File: src/rtl/if_prefetch.sv
// Instruction-fetch initiator: issues sequential ROM requests under a credit limit,
// captures returned words into a small FIFO and presents them over valid/ready.
module if_prefetch #(
    parameter logic [31:0] RESET_PC = 32'h0000_0000,
    parameter int unsigned DEPTH    = 4,
    parameter logic [31:0] PC_STEP  = 32'd4
) (
    input  logic        clk,
    input  logic        rst_n,
    input  logic        fetch_en_i,
    input  logic        redirect_i,
    input  logic [31:0] redirect_pc_i,
    output logic [31:0] rom_pc_o,
    output logic        rom_req_o,
    input  logic [31:0] rom_inst_i,
    output logic        inst_valid_o,
    output logic [31:0] inst_o,
    output logic [31:0] inst_pc_o,
    input  logic        inst_ready_i
);

    localparam int unsigned PW = $clog2(DEPTH);
    localparam int unsigned CW = PW + 1;

    logic [31:0]   pc_q, pc_d;
    logic          inflight_q, inflight_d;
    logic [31:0]   inflight_pc_q, inflight_pc_d;
    logic [PW-1:0] wr_ptr_q, wr_ptr_d;
    logic [PW-1:0] rd_ptr_q, rd_ptr_d;
    logic [CW-1:0] count_q, count_d;
    logic [31:0]   inst_mem_q [DEPTH];
    logic [31:0]   pc_mem_q   [DEPTH];

    logic          issue;
    logic          push;
    logic          pop;
    logic          not_empty;
    logic [CW:0]   occupancy;

    // Buffered words plus the one still in the ROM pipeline must fit the FIFO.
    assign occupancy = {1'b0, count_q} + {{CW{1'b0}}, inflight_q};
    assign issue     = fetch_en_i & ~redirect_i & (occupancy < (CW+1)'(DEPTH));
    assign not_empty = (count_q != '0);
    assign push      = inflight_q & ~redirect_i;
    assign pop       = not_empty & inst_ready_i & ~redirect_i;

    always_comb begin
        pc_d          = pc_q;
        inflight_d    = issue;
        inflight_pc_d = inflight_pc_q;
        wr_ptr_d      = wr_ptr_q;
        rd_ptr_d      = rd_ptr_q;
        count_d       = count_q;

        if (issue) begin
            inflight_pc_d = pc_q;
        end

        if (redirect_i) begin
            pc_d     = redirect_pc_i;
            wr_ptr_d = '0;
            rd_ptr_d = '0;
            count_d  = '0;
        end else begin
            if (issue) begin
                pc_d = pc_q + PC_STEP;
            end
            if (push) begin
                wr_ptr_d = wr_ptr_q + PW'(1);
            end
            if (pop) begin
                rd_ptr_d = rd_ptr_q + PW'(1);
            end
            case ({push, pop})
                2'b10:   count_d = count_q + CW'(1);
                2'b01:   count_d = count_q - CW'(1);
                default: count_d = count_q;
            endcase
        end
    end

    always_ff @(posedge clk or negedge rst_n) begin
        if (!rst_n) begin
            pc_q          <= RESET_PC;
            inflight_q    <= 1'b0;
            inflight_pc_q <= '0;
            wr_ptr_q      <= '0;
            rd_ptr_q      <= '0;
            count_q       <= '0;
        end else begin
            pc_q          <= pc_d;
            inflight_q    <= inflight_d;
            inflight_pc_q <= inflight_pc_d;
            wr_ptr_q      <= wr_ptr_d;
            rd_ptr_q      <= rd_ptr_d;
            count_q       <= count_d;
        end
    end

    always_ff @(posedge clk or negedge rst_n) begin
        if (!rst_n) begin
            for (int unsigned i = 0; i < DEPTH; i++) begin
                inst_mem_q[i] <= '0;
                pc_mem_q[i]   <= '0;
            end
        end else if (push) begin
            inst_mem_q[wr_ptr_q] <= rom_inst_i;
            pc_mem_q[wr_ptr_q]   <= inflight_pc_q;
        end
    end

    assign rom_pc_o     = pc_q;
    assign rom_req_o    = issue;
    assign inst_valid_o = not_empty;
    assign inst_o       = not_empty ? inst_mem_q[rd_ptr_q] : '0;
    assign inst_pc_o    = not_empty ? pc_mem_q[rd_ptr_q]   : '0;

endmodule
File: config.mk
export PLATFORM = sky130hd
export DESIGN_NAME = if_prefetch
export DESIGN_NICKNAME = d
export VERILOG_FILES = /design/src/rtl/if_prefetch.sv
export SDC_FILE = /design/constraint.sdc
export NUM_CORES = 1
export LEC_CHECK = 0
export CAP_MARGIN = 20
export CORE_ASPECT_RATIO = 1.1
export CORE_MARGIN = 2
export CORE_UTILIZATION = 41
export CTS_CLUSTER_SIZE = 10
export DETAILED_ROUTE_END_ITERATION = 7
export GPL_TIMING_DRIVEN = 0
export HOLD_SLACK_MARGIN = 0.1
export PLACE_DENSITY = 0.58
export SYNTH_ARGS = -nofsm -noshare
export SYNTH_HDL_FRONTEND = slang
export SYNTH_SLANG_ARGS = --single-unit
File: constraint.sdc
create_clock -name clk -period 6.15 [get_ports clk]
set_clock_uncertainty 0.2 [all_clocks]
set_input_delay 1.23 -clock clk [delete_from_list [all_inputs] [get_ports clk]]
set_output_delay 1.23 -clock clk [all_outputs]
set_load 0.05 [all_outputs]
Word level (Yosys, flattened, before mapping)
Index checks and enable logic that the tools add are counted.
{"block": "totals", "register_bits": 328, "input_bits": 69, "wordCells": 60, "output_inout_bits": 98}
{"block": "op_classes", "n_mux": 20, "order_cmp": 4, "n_bitwise": 8, "addsub": 6, "reduce_logical": 6, "eq_ne": 2}
{"operator": "$mux W32", "count": 9}
{"operator": "$bwmux W128", "count": 2}
{"operator": "$bmux W32 S2", "count": 2}
{"operator": "$demux W32 S2", "count": 1}
{"operator": "$add A32 B3 Y32 const B", "count": 1}
{"operator": "$mux W2", "count": 4}
{"operator": "$ge A3 B3 Y1 const B", "count": 2}
{"operator": "$not A2 Y3", "count": 2}
{"operator": "$pmux W3 S2", "count": 1}
{"operator": "$reduce_bool A2 Y1", "count": 3}
{"operator": "$reduce_bool A3 Y1", "count": 2}
{"operator": "$and A1 B1 Y1", "count": 5}
{"operator": "$add A2 B1 Y2 const B", "count": 2}
{"operator": "$add A3 B1 Y4", "count": 1}
{"operator": "$lt A4 B3 Y1 const B", "count": 1}
{"operator": "$add A3 B1 Y3 const B", "count": 1}
{"operator": "$lt A3 B1 Y1 const B", "count": 1}
{"operator": "$mux W3", "count": 1}
{"operator": "$sub A3 B1 Y3 const B", "count": 1}
{"operator": "$eq A2 B1 Y1 const B", "count": 1}
{"operator": "$eq A2 B2 Y1 const B", "count": 1}
{"operator": "$logic_and A1 B1 Y1", "count": 1}
{"operator": "$not A1 Y1", "count": 1}

Depth between registers and ports, before layout
{"block": "logic_depth", "word_depth": 6, "mapped_depth": 8, "ltp_nobuf": 7}

Worst setup path before layout
Ideal clock, no wire load.
{"block": "synth_path", "kind": "input port to output port", "from": "in redirect_i", "to": "out rom_req_o", "required_ns": 4.720, "stages": 6, "path_buffers": 3, "t_arrival_ns": 2.609, "slack_ns": 2.111, "cell_sequence": "clkbuf_1 > nor2_1 > nand3_1 > inv_2 > buf_2 > buf_1"}
{"block": "synth_between", "elab_chain_len": 3}
{"item": "start, declared", "line": "11", "text": "input logic redirect_i,"}
{"item": "$not A1 Y1", "line": "42", "text": "assign issue = fetch_en_i & ~redirect_i & (occupancy < (CW+1)'(DEPTH));"}
{"item": "$and A1 B1 Y1 (2 in series)", "line": "42"}
{"item": "end, declared", "line": "14", "text": "output logic rom_req_o,"}
Every way passes these cells.

Final worst setup path
{"block": "layout_path", "from": "in fetch_en_i", "to": "out rom_req_o"}
{"block": "layout_between", "elab_chain_len": 2}
{"item": "start, declared", "line": "10", "text": "input logic fetch_en_i,"}
{"item": "$and A1 B1 Y1 (2 in series)", "line": "42"}
Every way passes these cells.

==> flow_summary.toml <==
[yosys]
combinational_family_with_the_most_area_after_synthesis = "multiplexers"
postSynthAreaPerCell_sq_um = 13.8
ys.warnings.count = 0
synth.mux.area_fraction_pct = 29.6
synth.most_common_cell = "dfrtp_1"
yosysUniqueCellTypes = 43
async_flop_share_pct = 100
synth-xor-area-share_pct = 0.355
syn_inst_count = 1068
synth_top_flop_cell = "dfrtp_1"
yosys.area.top_type = "dfrtp_1"
ys_seq_elements = 328
netlist_area_sq_mm = 0.0148
synth_sequential_area_ratio_pct = 55.5
yosysTopAreaCellShare_pct = 55.5
synth_area_leaders = "dfrtp_1 55%, mux2_2 20%, mux4_2 9.7%, nand2_1 3.2%, and2_1 2.8%"
simple_gate_share_of_the_synthesized_area_pct = 8.69
synthesis.nets = 1143
synth_edf_count = 0
synth_compound_gate_area_share_pct = 3.09
ys_top_cells_by_count = "328 x dfrtp_1, 258 x mux2_2, 128 x nand2_1, 67 x and2_1, 64 x mux4_2"
synth_adder_area_share_pct = 0.558

[die]
start_util_pct = 41.8
die-width_um = 185
ios = 167
fp-row-count = 72
chip_height_um = 203
die_area_sq_mm = 0.0376
core-area_sq_mm = 0.0354

[cells_and_area]
antenna-diode-count = 0
syn_to_final_growth_pct = 22.9
fin_area_sq_mm = 0.0182
layoutNonFillerInstCount = 1766
nNetsFinal = 1351
ff_latch_area_sq_mm = 0.00821
final_layout_size_suffix_gt1_share_pct = 32.0
multi_input_comb_area_sq_mm = 0.00625
num-fill-cells = 3135

[route]
vias = 9368
drcViolationCount = 0
detail_route.iter0.violations = 561
routed_wire_length_per_instance_um = 20.0
via_per_inst = 5.30
drt_pass1_iterations = 5
route.final.wire_length_mm = 35.4
postRouteAntennaNets = 0

[global_route]
grt_start_max_net_pins = 115
grt_first_pass_wirelength_mm = 56.3
initial_antenna_violation_count = 1
grt.overflow.total = 0
first_global_vias = 9957
grt_use_total_pct = 19.3

[power]
p_seq_share_pct = 36.7
power.clock.fraction_pct = 23.5
power.switching_fraction_pct = 36.1
combPwrFrac_pct = 39.8
ir_drop_v = 0.000202
switchingPower_w = 0.00307
p_leak_nw = 8.19
p_int_w = 0.00545
power_density_mw_per_mm2 = 469

[worst_hold_path]
min_delay_path_depth = 1
worstHoldStart = "pc_mem_q[38]"
hp-class = "reg -> reg"

[critical_path]
r2r_cells = 6
startpoint = "fetch_en_i"
end_kind = "output port"
maximum_fanout_encountered_on_the_critical_timing_path = 11
startpoint_type = "primary input"
r2r_start = "rom_pc_o[2]"
critical_path_class = "in -> out"
critical_path_arrival_ns = 3.98
cp_data_required_time_ns = 4.72

[cts]
cts.sinks = 328
clock_tree.htree_level_count = 2
holdBufCountCts = 0
cts_tree = "done"
postCtsResizedCells = 0
cts-buffers-inserted = 39
cts-root-buf = "clkbuf_16"
clk_latency_ns = 0.51
clock_path_buffers = 3
clkTransAtPathRegs_ns = 0.05
cts.repair_timing.setup_buffer_count = 0

[placed_design]
placement.cell_area_sq_mm = 0.0171
gp_weighted_congestion = 0.809
place.detailed.hpwl_mm = 23.6
dp_cells = 1716
port-buffer-count = 165

[timing]
final_period_minus_worst_setup_slack_ns = 5.41
worst_pin_slew_ns = 1.05
setup-violations-final = 0
rsz0062_at_grt = "no"
timing.slew.headroom_pct = 30.0
final-max-slew-violation-count = 0
clock.fmax_mhz = 185
layout_worst_path_cycle_share_pct = 88.0
finalHoldViolCount = 0

[run_status]
status = "complete, no violations"

[job]
timing.max_cap.violations = 0
[layout by cell type, fill, tap and decap left out, types with 2 or more instances in the layout]
cell type	count
a21o_1	3
a21oi_1	7
a221o_1	3
a22oi_1	2
a31o_2	3
and2_1	67
and3_1	5
buf_1	8
buf_16	2
buf_2	33
clkbuf_1	31
clkbuf_16	41
clkdlybuf4s50_1	164
dfrtp_1	328
ha_1	5
inv_1	9
mux2_2	258
mux2i_1	3
mux4_2	64
nand2_1	128
nand3_1	20
nand4_1	9
nor2_1	12
nor3_1	5
o211ai_1	13
o21ai_0	19
o311ai_0	9
o311ai_1	4
or3_1	5
or4_1	2
xnor2_1	3
xor2_1	3
[power by group through the flow]
stage	Combinational [W]	Sequential, W	Clock [W]
6_report	0.00339	0.00313	0.00200
3_5_place_dp	0.00345	0.00317	0
2_1_floorplan	0.00234	0.00313	0
3_3_place_gp	0.00341	0.00316	0
4_1_cts	0.00346	0.00313	0.00206
5_1_grt	0.00364	0.00322	0.00216
[cell families (layout without fill, tap and decap cells)]
family	Yosys count	in the layout
xor+xnor	6	6
compound gates	66	66
fa+ha+maj	6	6
flops	328	328
simple gates	261	261
mux	325	325
buf+inv	76	293
[worst paths after layout]
kind	endpoint	slack, ns
worst min-delay path	pc_mem_q[38]	0.30
worst max register to register	rom_pc_o[28]	3.61
max in group asynchronous	pc_mem_q[113]	3.64
min in group asynchronous	inst_mem_q[112]	0.54
worst max-delay path	rom_req_o	0.74
worst min register to register	pc_mem_q[38]	0.30
[registers in the layout, summed over array words and instances, names as in the netlist]
register	flops
inst_mem_q	128
pc_mem_q	128
inflight_pc_q	32
rom_pc_o	32
count_q	3
rd_ptr_q	2
wr_ptr_q	2
inflight_q	1
[cell type report]
class,count,share of cell area [%]
buffer,66,1.61
clock buffer,49,5.86
clock inverter,1,0.0275
inverter,10,0.207
multi-input combinational,664,34.4
sequential,328,45.2
tap,481,3.31
timing repair buffer,167,9.42
[layer usage]
| metal | GRT usage (%) | up-vias | part of all wire, % |
|---|---|---|---|
| li1 | - | 4265 | - |
| met1 | 26.8 | 4836 | 46 |
| met2 | 31.6 | 207 | 48 |
| met3 | 3.39 | 58 | 4.5 |
| met4 | 4.34 | 2 | 1.9 |
| met5 | 0 | - | 0.045 |
[metrics by stage]
stage / TNS [ns] / power [W] / utilization, % / worst slack [ns] / hold WS, ns
after global placement: -3634.41 / 0.00658 / 48.1 / -11.14 / 0.281
after floorplan: 0 / 0.00547 / - / 2.11 / 0.274
after global routing: 0 / 0.00901 / 51.3 / 0.653 / 0.306
final: 0 / 0.00852 / 51.3 / 0.741 / 0.296
after detailed placement: 0 / 0.00662 / 48.3 / 0.767 / 0.288
after CTS: 0 / 0.00865 / 51.3 / 0.748 / 0.300
[worst max-delay path, cell delays in order]
cell and delay, ns:
clkdlybuf4s50_1 0.45, nand3_1 0.14, inv_2 0.24, buf_2 0.30
buf_1 0.67, clkdlybuf4s50_1 0.95
(Power assumes the default switching activity.)
